$ cat src/rtl/retinex_stretch.sv
// ---------------------------------------------------------------------------
// retinex_stretch
//
// Per-frame linear contrast stretch that sits in front of the gamma LUT of
// the Retinex chain. The wide unsigned Retinex output is mapped onto 0..255
// using min/max statistics gathered over one frame and applied to the next,
// so no frame buffer is needed. The scale factor
//     q = floor(255 * 2^FRAC / (max - min))
// is produced by a restoring divider that runs during blanking. The pixel
// path is a fixed 3-stage pipeline with no backpressure.
//
// Ports:
//   clk            clock
//   rst            synchronous, active-high reset
//   src_valid      input pixel qualifier
//   src_data       input pixel, DW_IN bits unsigned
//   src_frame_end  one-cycle pulse on the last cycle of a frame
//   dst_valid      output qualifier (3 cycles after src_valid)
//   dst_data       stretched 8-bit pixel
//   coef_busy      high while a new coefficient pair is being computed/loaded
// ---------------------------------------------------------------------------
module retinex_stretch #(
    parameter int DW_IN = 12,
    parameter int FRAC  = 16
) (
    input  logic             clk,
    input  logic             rst,
    input  logic             src_valid,
    input  logic [DW_IN-1:0] src_data,
    input  logic             src_frame_end,
    output logic             dst_valid,
    output logic [7:0]       dst_data,
    output logic             coef_busy
);

    localparam int QW = 8 + FRAC;
    localparam int PW = DW_IN + QW;
    localparam int CW = $clog2(QW);

    // 255 * 2^FRAC doubles as the divider's dividend and as the scale used
    // for a flat frame (range of zero).
    localparam logic [QW-1:0] Q_MAX     = {8'd255, {FRAC{1'b0}}};
    localparam logic [QW-1:0] SCALE_RST =
        QW'((64'd255 << FRAC) / ((64'd1 << DW_IN) - 64'd1));
    localparam logic [PW:0]   ROUND_ADD = (PW+1)'(1) << (FRAC - 1);

    typedef enum logic [1:0] {
        IDLE = 2'd0,
        DIV  = 2'd1,
        LOAD = 2'd2
    } state_t;

    // Statistics tracker
    logic [DW_IN-1:0] cur_min_q, cur_min_d;
    logic [DW_IN-1:0] cur_max_q, cur_max_d;
    logic             have_q, have_d;
    logic [DW_IN-1:0] frm_min, frm_max;
    logic             frm_has;

    // Coefficient engine
    state_t           state_q, state_d;
    logic [DW_IN-1:0] lat_min_q, lat_min_d;
    logic [DW_IN-1:0] den_q, den_d;
    logic [DW_IN-1:0] rem_q, rem_d;
    logic [QW-1:0]    quo_q, quo_d;
    logic [CW-1:0]    cnt_q, cnt_d;
    logic             zero_q, zero_d;
    logic [DW_IN-1:0] min_app_q, min_app_d;
    logic [QW-1:0]    scale_app_q, scale_app_d;
    logic [DW_IN:0]   trial;
    logic [DW_IN:0]   trial_diff;

    // Pixel pipeline
    logic             v1_q, v1_d;
    logic [DW_IN-1:0] d1_q, d1_d;
    logic [QW-1:0]    sc1_q, sc1_d;
    logic             v2_q, v2_d;
    logic [PW-1:0]    p2_q, p2_d;
    logic             dst_valid_q, dst_valid_d;
    logic [7:0]       dst_data_q, dst_data_d;
    logic [PW:0]      rnd;
    logic [PW:0]      r3;

    // Frame statistics including the pixel of the current cycle, so a pixel
    // that coincides with frame_end is counted in the ending frame. The
    // first valid pixel of a frame loads both extremes directly.
    always_comb begin
        frm_min = cur_min_q;
        frm_max = cur_max_q;
        frm_has = have_q;
        if (src_valid) begin
            frm_has = 1'b1;
            if (!have_q) begin
                frm_min = src_data;
                frm_max = src_data;
            end else begin
                if (src_data < cur_min_q) frm_min = src_data;
                if (src_data > cur_max_q) frm_max = src_data;
            end
        end
        cur_min_d = frm_min;
        cur_max_d = frm_max;
        have_d    = frm_has;
        if (src_frame_end) begin
            have_d = 1'b0;
        end
    end

    // Coefficient FSM. The quotient register starts out holding the
    // dividend and receives one quotient bit per cycle at its LSB while the
    // dividend bits leave at its MSB. For a flat frame it already holds the
    // wanted scale, so DIV just passes through for a single cycle.
    // Frame ends that arrive outside IDLE are ignored here; the tracker is
    // re-armed regardless.
    always_comb begin
        state_d     = state_q;
        lat_min_d   = lat_min_q;
        den_d       = den_q;
        rem_d       = rem_q;
        quo_d       = quo_q;
        cnt_d       = cnt_q;
        zero_d      = zero_q;
        min_app_d   = min_app_q;
        scale_app_d = scale_app_q;
        trial       = {rem_q, quo_q[QW-1]};
        trial_diff  = trial - {1'b0, den_q};
        case (state_q)
            IDLE: begin
                if (src_frame_end && frm_has) begin
                    lat_min_d = frm_min;
                    den_d     = frm_max - frm_min;
                    zero_d    = (frm_max == frm_min);
                    rem_d     = '0;
                    quo_d     = Q_MAX;
                    cnt_d     = '0;
                    state_d   = DIV;
                end
            end
            DIV: begin
                if (zero_q) begin
                    state_d = LOAD;
                end else begin
                    if (trial >= {1'b0, den_q}) begin
                        rem_d = trial_diff[DW_IN-1:0];
                        quo_d = {quo_q[QW-2:0], 1'b1};
                    end else begin
                        rem_d = trial[DW_IN-1:0];
                        quo_d = {quo_q[QW-2:0], 1'b0};
                    end
                    cnt_d = cnt_q + 1'b1;
                    if (cnt_q == CW'(QW - 1)) begin
                        state_d = LOAD;
                    end
                end
            end
            LOAD: begin
                min_app_d   = lat_min_q;
                scale_app_d = quo_q;
                state_d     = IDLE;
            end
            default: begin
                state_d = IDLE;
            end
        endcase
    end

    // Pixel path. The scale is captured next to the offset pixel in S1 so
    // every pixel sees one coherent (min, scale) pair even when LOAD lands
    // while it is in flight. S3 rounds to nearest and saturates at 255.
    always_comb begin
        v1_d  = src_valid;
        d1_d  = (src_data > min_app_q) ? (src_data - min_app_q) : '0;
        sc1_d = scale_app_q;

        v2_d  = v1_q;
        p2_d  = PW'(d1_q) * PW'(sc1_q);

        rnd         = {1'b0, p2_q} + ROUND_ADD;
        r3          = rnd >> FRAC;
        dst_valid_d = v2_q;
        dst_data_d  = (|r3[PW:8]) ? 8'd255 : r3[7:0];
    end

    always_ff @(posedge clk) begin
        if (rst) begin
            cur_min_q   <= '0;
            cur_max_q   <= '0;
            have_q      <= 1'b0;
            state_q     <= IDLE;
            lat_min_q   <= '0;
            den_q       <= '0;
            rem_q       <= '0;
            quo_q       <= '0;
            cnt_q       <= '0;
            zero_q      <= 1'b0;
            min_app_q   <= '0;
            scale_app_q <= SCALE_RST;
            v1_q        <= 1'b0;
            d1_q        <= '0;
            sc1_q       <= '0;
            v2_q        <= 1'b0;
            p2_q        <= '0;
            dst_valid_q <= 1'b0;
            dst_data_q  <= '0;
        end else begin
            cur_min_q   <= cur_min_d;
            cur_max_q   <= cur_max_d;
            have_q      <= have_d;
            state_q     <= state_d;
            lat_min_q   <= lat_min_d;
            den_q       <= den_d;
            rem_q       <= rem_d;
            quo_q       <= quo_d;
            cnt_q       <= cnt_d;
            zero_q      <= zero_d;
            min_app_q   <= min_app_d;
            scale_app_q <= scale_app_d;
            v1_q        <= v1_d;
            d1_q        <= d1_d;
            sc1_q       <= sc1_d;
            v2_q        <= v2_d;
            p2_q        <= p2_d;
            dst_valid_q <= dst_valid_d;
            dst_data_q  <= dst_data_d;
        end
    end

    assign dst_valid = dst_valid_q;
    assign dst_data  = dst_data_q;
    assign coef_busy = (state_q != IDLE);

endmodule

$ cat config.mk
export PLATFORM = sky130hd
export DESIGN_NAME = retinex_stretch
export DESIGN_NICKNAME = d
export VERILOG_FILES = /design/src/rtl/retinex_stretch.sv
export SDC_FILE = /design/constraint.sdc
export NUM_CORES = 1
export LEC_CHECK = 0
export BUFFER_PORTS_ARGS = -buffer_cell sky130_fd_sc_hd__buf_2
export CORE_UTILIZATION = 65
export CTS_CLUSTER_DIAMETER = 120
export CTS_CLUSTER_SIZE = 16
export DETAILED_ROUTE_END_ITERATION = 12
export PLACE_DENSITY = 0.82
export SYNTH_ARGS = -nofsm -noshare
export SYNTH_HDL_FRONTEND = slang
export SYNTH_SLANG_ARGS = --single-unit
$ cat constraint.sdc
create_clock -name clk -period 6.95 [get_ports clk]
set_input_delay 1.39 -clock clk [delete_from_list [all_inputs] [get_ports clk]]
set_output_delay 1.39 -clock clk [all_outputs]
set_load 0.01 [all_outputs]
; Word level (Yosys, flattened, before mapping)
; Index checks and enable logic that the tools add are counted.
[word_totals]
elab_cells = 70
output_inout_bits = 10
regBits = 212
in_bits = 16
[op_classes]
n_lt_le_gt_ge = 4
mux = 23
eq_ne = 7
multipliers = 1
n_addsub = 5
n_bitwise = 1
n_reduce_logical = 10
[op_table]
columns = op, count
row1 = 12-bit 2-to-1 mux, 9
row2 = 24-bit 2-to-1 mux, 2
row3 = 24-bit one-hot mux with 2 select lines, 1
row4 = 36-bit by 16-bit adder with 37-bit output (second input constant), 1
row5 = 12-bit by 24-bit multiplier with 36-bit output, 1
row6 = 12-bit subtractor, 3
row7 = 12-bit > comparator, 2
row8 = 12-bit one-hot mux with 2 select lines, 1
row9 = 13-bit by 12-bit greater-or-equal comparator with 1-bit output, 1
row10 = 13-bit OR reduction, 1
row11 = 12-bit == test, 1
row12 = 12-bit < comparator, 1
row13 = 5-bit 2-to-1 mux, 2
row14 = 5-bit one-hot mux with 2 select lines, 1
row15 = 8-bit 2-to-1 mux, 1
row16 = 2-bit 2-to-1 mux, 3
row17 = 5-bit by 1-bit adder with 5-bit output (second input constant), 1
row18 = 5-bit == test (second input constant), 1
row19 = 2-bit != test (second input constant), 2
row20 = 2-bit one-hot mux with 2 select lines, 1
row21 = 2-bit AND reduction, 2
row22 = 2-bit nonzero test, 2
row23 = 2-bit OR reduction, 2
row24 = 3-bit != test (second input constant), 1
row25 = 7 further kinds, 8

; Longest topological paths before layout
[logic_depth]
word_depth = 5
mapped_depth = 22
ltp_nobuf = 21

; Worst setup path after synthesis
; OpenSTA, ideal clock, no wires.
[synth_path]
path_kind = flip-flop to flip-flop
startpoint = register d1_q[6]
endpoint = register p2_q[35]
n_path_buf = 1
slack_ns = 1.566
t_arrival_ns = 5.257
t_required_ns = 6.822
path_stages_with_launch = 20
setup_ns = 0.128
synth_period_minus_slack_ns = 5.384
cell_sequence = dfxtp_1 clkbuf_1 nand2_1 fa_1 inv_1 fa_1 fa_1 fa_1 inv_1 fa_1 inv_1 ha_1 nand3_1 or4_1 o2111ai_1 a31o_2 a21oi_1 a21oi_1 xnor2_1 nor2_1
[synth_between]
elab_chain_len = 1
[synth_lines]
columns = item, line
row1 = from (decl), 75  ; logic [DW_IN-1:0] d1_q, d1_d;
row2 = from (signal assigned), 199  ; d1_q <= '0;
row3 = from (signal assigned), 219  ; d1_q <= d1_d;
row4 = 12-bit by 24-bit multiplier with 36-bit output, 176  ; p2_d = PW'(d1_q) * PW'(sc1_q);
row5 = to (signal assigned), 222  ; p2_q <= p2_d;
row6 = to (decl), 78  ; logic [PW-1:0] p2_q, p2_d;
; No other way between the ends.
; A chain may end at the register's enable or synchronous reset.

; Worst setup path in the final report
[layout_path]
startpoint = register d1_q[6]
endpoint = register p2_q[29]
; Same word-level chain as after synthesis.

==> flow_summary_export.csv <==
group,metric,value,unit
power_and_ir_drop,p_per_area,195,nW/µm²
outcome,status,"complete, no violations",
final_layout,layout-drive-gt1-share,0.0516,
floorplan,dieArea,27000,µm²
power_and_ir_drop,clockPowerShare,0.302,
worst_setup_path,required,7.25,ns
clock_network,cts.clk_slew.worst_paths,0.08,ns
final_layout,utilization,0.698,
synthesis,ys_seq_area_frac,0.230,
grt,grt_pass1_wl,63900,µm
sta,maxClockFrequency,157,MHz
clock_network,htreeDepth,4,
synthesis,synth_cell_types,66,
floorplan,io_pins,26,
clock_network,cts_tree,"done",
worst_setup_path,cp_max_fo,24,
final_layout,num-nets-final,2331,
clock_network,cts_resized,0,
sta,finalCriticalPeriod,6.35,ns
grt,grt_max_degree,81,
sta,maxSlewViolCount,0,
clock_network,cts.sinks,197,
floorplan,die_h,164,µm
clock_network,cts_buffers,17,
routing,num_vias,13152,
sta,rsz0062_at_grt,"no",
power_and_ir_drop,p_sw,1.31,mW
synthesis,synthMostInstantiatedCell,"nand2_1",
grt,grt_overflow,0,
worst_setup_path,arrival,6.66,ns
synthesis,syn_nets,2365,
sta,clock_skew,0.0196,ns
sta,setup_viol,0,
final_layout,nFillCells,1978,
sta,tightest_slew,0.990,ns
worst_setup_path,max_stage_delay,0.92,ns
power_and_ir_drop,seq_power_share,0.366,
power_and_ir_drop,internal-power,2.23,mW
place,gp_routability_congestion,0.887,
worst_setup_path,path_delay_family,"adder cells",
floorplan,rows,59,
place,dpl.hpwl,29000,µm
power_and_ir_drop,total_power,3.53,mW
floorplan,core,25900,µm²
grt,antenna_found_initial,0,
power_and_ir_drop,vdd_drop_max,0.275,mV
synthesis,yosysTopAreaCell,"fa_1",
run,drv_cap,0,
worst_setup_path,worst_setup_path_end_kind,"register",
place,port_buffers,25,
synthesis,async_flop_share,0,
final_layout,seq_area,3940,µm²
sta,period_share,0.914,
worst_setup_path,crit_path_frequent_cell,"fa_1",
final_layout,antenna_cells,0,
grt,grt_pass1_vias,13564,
clock_network,holdBufCountCts,0,
synthesis,synth-seq-cells,197,
synthesis,avgSynthCellArea,8.57,µm²
worst_setup_path,worstSetupStartpointType,"register",
routing,drc,0,
synthesis,synth_top_area_share,0.260,
synthesis,synth-edff-count,0,
routing,avgRoutedWirePerCell,16.5,µm
synthesis,yosys-top-cells-count,"nand2_1, inv_1, fa_1",
final_layout,multi_input_area,11700,µm²
final_layout,area_growth,5.69,%
clock_network,cts-root-buf,"clkbuf_16",
grt,groute.usage.overall,0.302,
routing,drt_iter0_drc,793,
synthesis,synthFlopType,"dfxtp_1",
clock_network,cts_buffer_depth,2,
synthesis,synth_area,17100,µm²
clock_network,clk_latency,0.46,ns
worst_setup_path,path_cells,"nand2_1 -> fa_1 -> inv_1 -> fa_1 -> fa_1 -> fa_1 -> inv_1 -> fa_1 -> inv_1 -> ha_1 -> a21oi_1 -> nand2_1 -> a221oi_2 -> o2111ai_1 -> a31oi_1 -> nor2b_1 -> nor2_1 -> xor2_1 -> nor2_1",
power_and_ir_drop,power_frac_comb,0.332,
worst_setup_path,slowest_stage,"dfxtp_1",
hold_path,hold_path_class,"reg2reg",
routing,wl,38100,µm
routing,via_per_inst,5.69,
floorplan,initial_core_util,0.661,
worst_setup_path,critPathBufInv,3,
routing,drt_pass1_iterations,6,
synthesis,postSynthCellCount,1997,
power_and_ir_drop,switching_share,0.370,
routing,ant_nets,0,
clock_network,postCtsSetupRepairBufs,0,
power_and_ir_drop,power_leakage,8.36,nW
floorplan,dieWidth,164,µm
sta,slew_headroom,0.339,
synthesis,ys_warn_count,0,
synthesis,ys_top_cells_by_area,"fa_1, dfxtp_1, ha_1, nand2_1, inv_1",
worst_setup_path,path_class,"reg2reg",
sta,fin_setup_tns,0,ns
sta,hold_viol_final,0,
==> sequential cells by signal (all words and copies together) (netlist names), 2 cells and up <==
name       flops
d1_q          12
rem_q         12
min_app_q     12
quo_q         24
cur_min_q     12
sc1_q         24
den_q         12
cur_max_q     12
cnt_q          5
sc1_d         24
state_q        2
lat_min_q     12
dst_data       8
p2_q          21
==> layer usage <==
metal	share of wire	wire length, µm	vias to the layer above	track usage
li1	-	-	6217	-
met1	0.40	15200	6380	0.362
met2	0.51	19300	454	0.540
met3	0.065	2480	101	0.0518
met4	0.030	1140	0	0.111
met5	0	0	-	0
==> metrics by stage <==
| stage | setup WS (ns) | area [µm²] | hold WS, ns | std cells |
|---|---|---|---|---|
| after floorplan | 1.57 | 17100 | 0.414 | 1997 |
| after global placement | 0.840 | 17400 | 0.418 | 2279 |
| after detailed placement | 0.769 | 17400 | 0.422 | 2279 |
| after CTS | 0.702 | 18100 | 0.442 | 2311 |
| after global routing | 0.332 | 18100 | 0.472 | 2311 |
| final | 0.598 | 18100 | 0.439 | 2311 |
==> power by group through the flow <==
stage | Sequential [mW] | Clock [mW] | Combinational, mW
2_1_floorplan | 1.28 | 0 | 0.953
3_3_place_gp | 1.32 | 0 | 1.13
3_5_place_dp | 1.32 | 0 | 1.17
5_1_grt | 1.31 | 1.12 | 1.33
6_report | 1.29 | 1.07 | 1.17
4_1_cts | 1.29 | 1.07 | 1.17
==> final timing paths <==
kind | end | depth (start not counted) | slack (ns) | start
hold / removal | dst_valid | 1 | 0.44 | dst_valid_d
setup reg to reg | p2_q[29] | 19 | 0.60 | d1_q[6]
hold reg to reg | dst_valid | 1 | 0.44 | dst_valid_d
setup / recovery | p2_q[29] | 19 | 0.60 | d1_q[6]
==> cell families after synthesis <==
group                      Yosys count  share of synthesized area
adders and majority gates          352                      0.355
buffers and inverters              401                     0.0882
and+or+nand+nor                    725                      0.195
AOI/OAI and AO/OA                  240                     0.0863
DFF                                197                      0.230
muxes                               29                     0.0177
xor gates and xnor gates            53                     0.0279
==> area by class of cell <==
cell class	instances	area share
Multi-Input combinational cell	1399	0.645
Sequential cell	197	0.218
Inverter	305	0.0633
Clock buffer	17	0.0235
Tap cell	335	0.0232
Timing Repair Buffer	43	0.0145
Clock inverter	15	0.0125
==> cell usage in the layout (no fill, tap or decap), types with 7 or more instances in the layout <==
| cell | instances |
|---|---|
| a211oi_1 | 10 |
| a21o_1 | 19 |
| a21oi_1 | 110 |
| a31oi_1 | 9 |
| and2_1 | 87 |
| buf_2 | 24 |
| buf_4 | 19 |
| clkbuf_16 | 17 |
| dfxtp_1 | 197 |
| fa_1 | 222 |
| ha_1 | 130 |
| inv_1 | 305 |
| mux2_2 | 10 |
| mux2i_1 | 19 |
| nand2_1 | 352 |
| nand2b_1 | 9 |
| nand3_1 | 43 |
| nand4_1 | 17 |
| nor2_1 | 107 |
| nor2b_1 | 40 |
| nor3_1 | 38 |
| o21a_1 | 7 |
| o21ai_0 | 35 |
| xnor2_1 | 26 |
| xor2_1 | 26 |
(Power assumes the default switching activity.)
